<file path="src/rtl/sos_window3x3_stream.sv">
// 3x3 sliding-window generator over a row-major ROWS x COLS cell stream.
// Two line buffers supply the previous rows; windows leave through a valid/ready port.
module sos_window3x3_stream #(
  parameter int DATA_W = 35,
  parameter int COLS   = 34,
  parameter int ROWS   = 34,
  localparam int CW    = (COLS > 1) ? $clog2(COLS) : 1,
  localparam int RW    = (ROWS > 1) ? $clog2(ROWS) : 1
) (
  input  logic                  aclk,
  input  logic                  arest_n,
  input  logic                  in_valid,
  output logic                  in_ready,
  input  logic                  in_sof,
  input  logic [DATA_W-1:0]     in_data,
  output logic                  win_valid,
  input  logic                  win_ready,
  output logic [9*DATA_W-1:0]   win_data,
  output logic [RW-1:0]         win_row,
  output logic [CW-1:0]         win_col,
  output logic                  frame_done,
  output logic                  sof_err
);

  localparam logic [CW-1:0] COL_LAST = CW'(COLS - 1);
  localparam logic [RW-1:0] ROW_LAST = RW'(ROWS - 1);
  localparam logic [CW-1:0] COL_TWO  = CW'(2);
  localparam logic [RW-1:0] ROW_TWO  = RW'(2);

  logic [RW-1:0]        row_r;
  logic [CW-1:0]        col_r;
  logic [RW-1:0]        pos_row_s;
  logic [CW-1:0]        pos_col_s;
  logic [RW-1:0]        row_nxt_s;
  logic [CW-1:0]        col_nxt_s;
  logic                 accept_s;
  logic                 complete_s;
  logic                 frame_end_s;
  logic                 sof_misplaced_s;

  logic [DATA_W-1:0]    lb1_r [COLS];
  logic [DATA_W-1:0]    lb2_r [COLS];
  logic [DATA_W-1:0]    lb1_rd_s;
  logic [DATA_W-1:0]    lb2_rd_s;

  logic [DATA_W-1:0]    tap_r     [9];
  logic [DATA_W-1:0]    tap_nxt_s [9];
  logic [9*DATA_W-1:0]  win_pack_s;

  logic                 win_valid_r;
  logic [9*DATA_W-1:0]  win_data_r;
  logic [RW-1:0]        win_row_r;
  logic [CW-1:0]        win_col_r;
  logic                 frame_done_r;
  logic                 sof_err_r;

  // No skid buffer: a held window blocks the input directly.
  assign in_ready   = !win_valid_r || win_ready;
  assign accept_s   = in_valid && in_ready;

  assign win_valid  = win_valid_r;
  assign win_data   = win_data_r;
  assign win_row    = win_row_r;
  assign win_col    = win_col_r;
  assign frame_done = frame_done_r;
  assign sof_err    = sof_err_r;

  // Position of the cell being accepted; SOF forces it to the grid origin.
  always_comb begin
    pos_row_s       = row_r;
    pos_col_s       = col_r;
    sof_misplaced_s = 1'b0;
    if (in_sof) begin
      pos_row_s       = '0;
      pos_col_s       = '0;
      sof_misplaced_s = (row_r != '0) || (col_r != '0);
    end else begin
      pos_row_s       = row_r;
      pos_col_s       = col_r;
      sof_misplaced_s = 1'b0;
    end
  end

  // Row-major advance with wrap at the last column and the last row.
  always_comb begin
    row_nxt_s = pos_row_s;
    col_nxt_s = pos_col_s;
    if (pos_col_s == COL_LAST) begin
      col_nxt_s = '0;
      if (pos_row_s == ROW_LAST) begin
        row_nxt_s = '0;
      end else begin
        row_nxt_s = pos_row_s + RW'(1);
      end
    end else begin
      col_nxt_s = pos_col_s + CW'(1);
      row_nxt_s = pos_row_s;
    end
  end

  assign complete_s  = (pos_row_s >= ROW_TWO) && (pos_col_s >= COL_TWO);
  assign frame_end_s = (pos_row_s == ROW_LAST) && (pos_col_s == COL_LAST);
  assign lb1_rd_s    = lb1_r[pos_col_s];
  assign lb2_rd_s    = lb2_r[pos_col_s];

  // Post-shift tap values; each row shifts tap 3g -> 3g+1 -> 3g+2.
  always_comb begin
    for (int g = 0; g < 3; g++) begin
      tap_nxt_s[3*g+1] = tap_r[3*g];
      tap_nxt_s[3*g+2] = tap_r[3*g+1];
    end
    tap_nxt_s[0] = in_data;
    tap_nxt_s[3] = lb1_rd_s;
    tap_nxt_s[6] = lb2_rd_s;
  end

  // Pack post-shift taps into the output word layout.
  always_comb begin
    win_pack_s = '0;
    for (int k = 0; k < 9; k++) begin
      win_pack_s[k*DATA_W +: DATA_W] = tap_nxt_s[k];
    end
  end

  // Line buffers are never cleared: stale rows cannot reach a window.
  always_ff @(posedge aclk) begin
    if (accept_s) begin
      lb2_r[pos_col_s] <= lb1_rd_s;
      lb1_r[pos_col_s] <= in_data;
    end else begin
      lb2_r[pos_col_s] <= lb2_rd_s;
      lb1_r[pos_col_s] <= lb1_rd_s;
    end
  end

  // Grid position counters and tap shift registers.
  always_ff @(posedge aclk or negedge arest_n) begin
    if (!arest_n) begin
      row_r <= '0;
      col_r <= '0;
      for (int k = 0; k < 9; k++) begin
        tap_r[k] <= '0;
      end
    end else if (accept_s) begin
      row_r <= row_nxt_s;
      col_r <= col_nxt_s;
      for (int k = 0; k < 9; k++) begin
        tap_r[k] <= tap_nxt_s[k];
      end
    end else begin
      row_r <= row_r;
      col_r <= col_r;
    end
  end

  // Window output register: load on completion, release on handshake, else hold.
  always_ff @(posedge aclk or negedge arest_n) begin
    if (!arest_n) begin
      win_valid_r <= 1'b0;
      win_data_r  <= '0;
      win_row_r   <= '0;
      win_col_r   <= '0;
    end else if (accept_s && complete_s) begin
      win_valid_r <= 1'b1;
      win_data_r  <= win_pack_s;
      win_row_r   <= pos_row_s - RW'(1);
      win_col_r   <= pos_col_s - CW'(1);
    end else if (win_valid_r && win_ready) begin
      win_valid_r <= 1'b0;
    end else begin
      win_valid_r <= win_valid_r;
    end
  end

  // End-of-frame pulse and sticky misplaced-SOF flag.
  always_ff @(posedge aclk or negedge arest_n) begin
    if (!arest_n) begin
      frame_done_r <= 1'b0;
      sof_err_r    <= 1'b0;
    end else begin
      frame_done_r <= accept_s && frame_end_s;
      if (accept_s && sof_misplaced_s) begin
        sof_err_r <= 1'b1;
      end else begin
        sof_err_r <= sof_err_r;
      end
    end
  end

endmodule

</file>
<file path="config.mk">
export PLATFORM = sky130hd
export DESIGN_NAME = sos_window3x3_stream
export DESIGN_NICKNAME = d
export VERILOG_FILES = /design/src/rtl/sos_window3x3_stream.sv
export SDC_FILE = /design/constraint.sdc
export NUM_CORES = 2
export LEC_CHECK = 0
export CAP_MARGIN = 25
export CORE_MARGIN = 2
export CORE_UTILIZATION = 35
export CTS_CLUSTER_SIZE = 12
export DETAILED_ROUTE_END_ITERATION = 7
export HOLD_SLACK_MARGIN = 0.1
export PLACE_DENSITY = 0.61
export SLEW_MARGIN = 30
export SYNTH_ARGS = -nofsm -noshare
export SYNTH_HDL_FRONTEND = slang
export SYNTH_SLANG_ARGS = --single-unit
</file>
<file path="constraint.sdc">
create_clock -name aclk -period 8.08 [get_ports aclk]
set_input_delay 1.616 -clock aclk [delete_from_list [all_inputs] [get_ports aclk]]
set_output_delay 1.616 -clock aclk [all_outputs]
set_load 0.02 [all_outputs]
</file>
==> implementation parameters <==
Parameter                              Value

Floorplan
  Initial Util ... 0.351
  Number of rows in the core area ... 209
  Die Outline Area ... 329000 sq um
  Core Area ... 324000 sq um
  Floorplan die width ... 574 um
  Die Span Y ... 574 um
  Number of top-level pins ... 371

Finish
  Fraction of final layout cells with drive strength greater than 1 ... 0.167
  Growth of design area from synthesis to finish ... 17.4%
  Filler cells ... 28999
  Post-route cell area ... 133000 sq um
  Final core utilization ... 0.412
  Final net count ... 7505

Clock network
  Buffer count from post-CTS setup fixing ... 0
  CTS H-tree lvls ... 5
  Clock-pin slew of the registers on the worst-case setup and hold paths ... 0.06 ns
  Number of cells upsized or downsized after cts ... 0
  Clock latency reported for the late side of the worst-skew pair ... 0.93 ns
  Number of hold buffers added after cts ... 0
  Clock Root Buffer ... sky130_fd_sc_hd__clkbuf_16
  Clock tree from TritonCTS ... yes
  Clock buffer depth ... 4
  TritonCTS Sinks ... 2932
  Cts bufs inserted ... 303

Synth
  Synthesized net count ... 7006
  Count of distinct cell types in the synthesized netlist ... 90
  Post-synth design cell area ... 114000 sq um
  Count of synthesis-stage warnings from yosys ... 0
  Portion of netlist area occupied by mux cells ... 0.0940
  Most frequently used flop master after synthesis ... sky130_fd_sc_hd__edfxtp_1
  Async S/R FF share, synth ... 0.188
  Portion of the post-synthesis area used by sequential elements ... 0.750
  Synthesized area per cell ... 16.3 sq um
  Adder-cell share of the synthesized area ... 0.000661
  Combinational family with the most area after synthesis ... multiplexers
  Gate Count Post-Synth ... 6960
  Number of enable flip-flop cells after synthesis ... 2380
  Post-Synth XOR/XNOR Area ... 0.000308
  Share of synthesized cell area in and, or, nand and nor gates ... 0.0456
  Synthesized flop and latch total ... 2932
  Compound-gate portion of the synthesized area ... 0.0873

Critical path
  Crit path largest cell delay ... 0.88 ns
  Launch instance of the worst register-to-register path ... col_r[1]
  Kind of critical path ... in2reg
  Length in cells of the worst reg-to-reg path ... 10
  Endpoint kind of the worst setup timing path ... flop
  Largest fanout on the critical path ... 64
  Critical Path Source Type ... input pin
  Worst reg2reg setup slack ... 2.75 ns
  Startpoint of the most critical setup path ... in_sof
  Critical Path, Cell by Cell ... buf_8 -> inv_1 -> o21ai_4 -> buf_4 -> buf_4 -> a222oi_1 -> o221ai_1 -> nor4_4 -> mux2i_2 -> buf_4
  Worst path required time ... 8.69 ns
  Endpoint arrival time on the critical path ... 5.94 ns
  Highest-delay cell along the critical path ... sky130_fd_sc_hd__nor4_4
  Worst reg2reg path endpoint ... lb2_r[26][6]
  Cell type group with the largest total delay on the critical path ... buffers and inverters
  Worst Path Buf+Inv ... 5
  Dominant cell type by count on the critical path ... sky130_fd_sc_hd__buf_4

Power and ir drop
  Leak pwr ... 46.5 nW
  Internal Power ... 26.6 mW
  Register share of total power ... 0.496
  Total net switching power ... 10.2 mW
  Sw frac ... 0.276
  Part of the total power dissipated in combinational logic ... 0.147
  Part of the total power dissipated in the clock network ... 0.358
  Maximum vdd drop ... 0.000164 V
  Pwr dens ... 276 nW/um^2

Timing
  Final Setup Violations ... 0
  Fin crit period ... 5.34 ns
  Part of the cycle the worst path needs ... 0.660
  Actual transition at the worst max-transition pin ... 1.14 ns
  Fin Setup TNS ... 0 ns
  Max-slew violation total from the final report ... 0
  Highest attainable clock frequency ... 187 MHz
  Minimum hold slack ... 0.468 ns
  Post-route setup slack ... 2.74 ns
  Clock skew ... 0.0657 ns
  Unrepaired setup endpoints after global routing ... no
  Total count of hold-check failures in the final report ... 0
  Worst max-slew margin expressed relative to the limit ... 0.240

Job
  # Max-Cap Violations ... 0

Route
  Remaining number of nets flagged by the antenna check after routing ... 0
  DR vias/cell ... 6.05
  Via count ... 72624
  Average detailed-routed wire length per instance ... 35.2 um
  DRC viols ... 6
  First-pass iteration count of the detailed router ... 8
  Final wirelength ... 423000 um
  Violation count after the first detailed-routing iteration ... 11691

Run status
  Status ... finished with violations
  Violations in the final reports ... DRC

Global routing
  Congestion Overflow GR ... 0
  Via count of the first global-routing pass ... 68858
  Aggregate global-route resource usage ... 0.248
  Antenna violations before repair ... 21
  Pin count of the biggest net entering global routing ... 175
  First-pass GRT wire length ... 574000 um

Placement
  Number of input and output port buffers inserted ... 370
  Detail Placement HPWL ... 239000 um
  Post-placement setup slack ... 2.17 ns
  Final RePlAce weighted congestion ... 0.874
  Cell area reported after detailed placement ... 124000 sq um

Hold path
  Hold depth ... 2
  Type of the most critical hold path ... reg2reg
  Startpoint of the tightest hold check path ... tap_nxt_s[217]
  Endpoint, Worst Hold ... tap_nxt_s[217]
how the worst max path moves through the flow:
stage	endpoint	slack, ns	cells after the start
floorplan	lb1_r[10][0]	-0.006	5
detailed placement	lb2_r[12][18]	2.17	10
CTS	lb2_r[32][6]	2.86	10
global route	lb2_r[30][6]	2.72	10
finish	lb2_r[9][18]	2.74	10
global placement	lb2_r[25][6]	0.51	9
metrics by stage:
step                      power, mW  instances
final                          36.8      11999
after CTS                      36.6      11973
after detailed placement       23.7      11475
after global placement         23.5      11470
after global routing           37.6      11980
after floorplan                21.0       6960
cells by family (layout without fill, tap and decap cells):
family,count (synthesis),in the layout
muxes,954,954
and+or+nand+nor,1170,1170
xor gates and xnor gates,4,4
other,0,22
adders and majority gates,6,6
DFF,2932,2932
buffers and inverters,482,1174
AOI/OAI and AO/OA,1412,1412
power by group through the flow:
stage | Combinational, mW | Clock, mW | Sequential (mW)
5_1_grt | 5.54 | 13.8 | 18.3
6_report | 5.40 | 13.2 | 18.2
4_1_cts | 5.20 | 13.2 | 18.2
3_3_place_gp | 5.00 | 0 | 18.5
2_1_floorplan | 2.67 | 0 | 18.4
3_5_place_dp | 5.18 | 0 | 18.5
cells in the mapped netlist, types with 9 or more instances:
cell,n,area share
sky130_fd_sc_hd__a2111oi_0,15,0.0012
sky130_fd_sc_hd__a211o_1,9,0.00069
sky130_fd_sc_hd__a211oi_1,28,0.0018
sky130_fd_sc_hd__a21oi_1,212,0.0093
sky130_fd_sc_hd__a221o_1,25,0.0022
sky130_fd_sc_hd__a221oi_1,47,0.0036
sky130_fd_sc_hd__a222oi_1,68,0.0060
sky130_fd_sc_hd__a22o_1,69,0.0053
sky130_fd_sc_hd__a22oi_1,244,0.016
sky130_fd_sc_hd__a31oi_1,10,0.00055
sky130_fd_sc_hd__and2_1,17,0.00094
sky130_fd_sc_hd__buf_1,24,0.00079
sky130_fd_sc_hd__buf_2,160,0.0070
sky130_fd_sc_hd__buf_4,44,0.0029
sky130_fd_sc_hd__buf_6,38,0.0038
sky130_fd_sc_hd__clkbuf_1,205,0.0068
sky130_fd_sc_hd__dfrtp_1,552,0.12
sky130_fd_sc_hd__edfxtp_1,2380,0.63
sky130_fd_sc_hd__mux2_2,353,0.035
sky130_fd_sc_hd__mux2i_1,540,0.048
sky130_fd_sc_hd__mux4_2,53,0.011
sky130_fd_sc_hd__nand2_1,704,0.023
sky130_fd_sc_hd__nand2b_1,23,0.0013
sky130_fd_sc_hd__nand3_1,10,0.00044
sky130_fd_sc_hd__nand3b_1,28,0.0018
sky130_fd_sc_hd__nand4_1,13,0.00072
sky130_fd_sc_hd__nor2_1,246,0.0081
sky130_fd_sc_hd__nor2b_1,18,0.00099
sky130_fd_sc_hd__nor3_1,23,0.0010
sky130_fd_sc_hd__nor3b_1,9,0.00059
sky130_fd_sc_hd__nor4_2,12,0.0013
sky130_fd_sc_hd__o2111ai_1,10,0.00077
sky130_fd_sc_hd__o211ai_1,17,0.0011
sky130_fd_sc_hd__o21ai_0,238,0.010
sky130_fd_sc_hd__o21ai_1,34,0.0015
sky130_fd_sc_hd__o221ai_1,66,0.0051
sky130_fd_sc_hd__o22a_1,22,0.0017
sky130_fd_sc_hd__o22ai_1,162,0.0089
sky130_fd_sc_hd__o2bb2ai_1,26,0.0020
sky130_fd_sc_hd__o311a_1,15,0.0013
sky130_fd_sc_hd__o31ai_1,34,0.0022
per-layer routing:
| layer | track usage | part of all wire | up-vias |
|---|---|---|---|
| li1 | - | - | 28286 |
| met1 | 0.315 | 0.36 | 37349 |
| met2 | 0.377 | 0.44 | 5714 |
| met3 | 0.0798 | 0.14 | 1257 |
| met4 | 0.136 | 0.062 | 18 |
| met5 | 0 | 0.00026 | - |
layout by cell type (no fill, tap or decap), types with 17 or more instances in the layout:
cell                              count
sky130_fd_sc_hd__nand2_1            701
sky130_fd_sc_hd__a211oi_1            27
sky130_fd_sc_hd__o22a_1              22
sky130_fd_sc_hd__o31ai_1             34
sky130_fd_sc_hd__nand3b_1            28
sky130_fd_sc_hd__mux2i_1            512
sky130_fd_sc_hd__mux4_2              53
sky130_fd_sc_hd__a21oi_4             25
sky130_fd_sc_hd__nand2b_1            20
sky130_fd_sc_hd__nor3_1              19
sky130_fd_sc_hd__o21ai_0            236
sky130_fd_sc_hd__diode_2             22
sky130_fd_sc_hd__o211ai_1            17
sky130_fd_sc_hd__nor2_4              37
sky130_fd_sc_hd__buf_4              239
sky130_fd_sc_hd__buf_12              46
sky130_fd_sc_hd__o221ai_1            64
sky130_fd_sc_hd__a21oi_1            179
sky130_fd_sc_hd__mux2_2             353
sky130_fd_sc_hd__dfrtp_1            549
sky130_fd_sc_hd__clkbuf_16          311
sky130_fd_sc_hd__mux2i_2             23
sky130_fd_sc_hd__o22ai_1            162
sky130_fd_sc_hd__a221oi_1            47
sky130_fd_sc_hd__a221o_1             25
sky130_fd_sc_hd__a22o_1              69
sky130_fd_sc_hd__clkbuf_1           123
sky130_fd_sc_hd__o21ai_1             34
sky130_fd_sc_hd__edfxtp_1          2380
sky130_fd_sc_hd__nor2_1             197
sky130_fd_sc_hd__a22oi_1            244
sky130_fd_sc_hd__a222oi_1            68
sky130_fd_sc_hd__clkinv_1            19
sky130_fd_sc_hd__o2bb2ai_1           26
sky130_fd_sc_hd__clkdlybuf4s50_1    368
flip-flops by register name, indices dropped and copies added (netlist names), 6 cells and up:
register and count:
lb2_r 1190, win_row 6, col_r 6, row_r 6, tap_nxt_s 210, lb1_r 1190, win_data 315, win_col 6
worst reg2reg max path: cells and delay by family, from the launching register on:
| family | cells | cell delay (ns) |
|---|---|---|
| AND/OR/NAND/NOR | 1 | 0.77 |
| buffers and inverters | 4 | 1.78 |
| AO/OA/AOI/OAI | 4 | 1.42 |
| flip-flops | 1 | 0.85 |
| multiplexers | 1 | 0.20 |
final cells by class:
| cell class | count | area [sq um] | area share |
|---|---|---|---|
| clock buffer | 449 | 8450 | 0.0633 |
| clock inverter | 49 | 502 | 0.00376 |
| inverter | 11 | 46.3 | 0.000347 |
| timing repair buffer | 665 | 6590 | 0.0494 |
| tap | 4325 | 5410 | 0.0406 |
| multi-input combinational | 3546 | 27000 | 0.203 |
| antenna | 22 | 55.1 | 0.000413 |
| sequential | 2932 | 85300 | 0.639 |
Power figures use the tool's default switching activity.
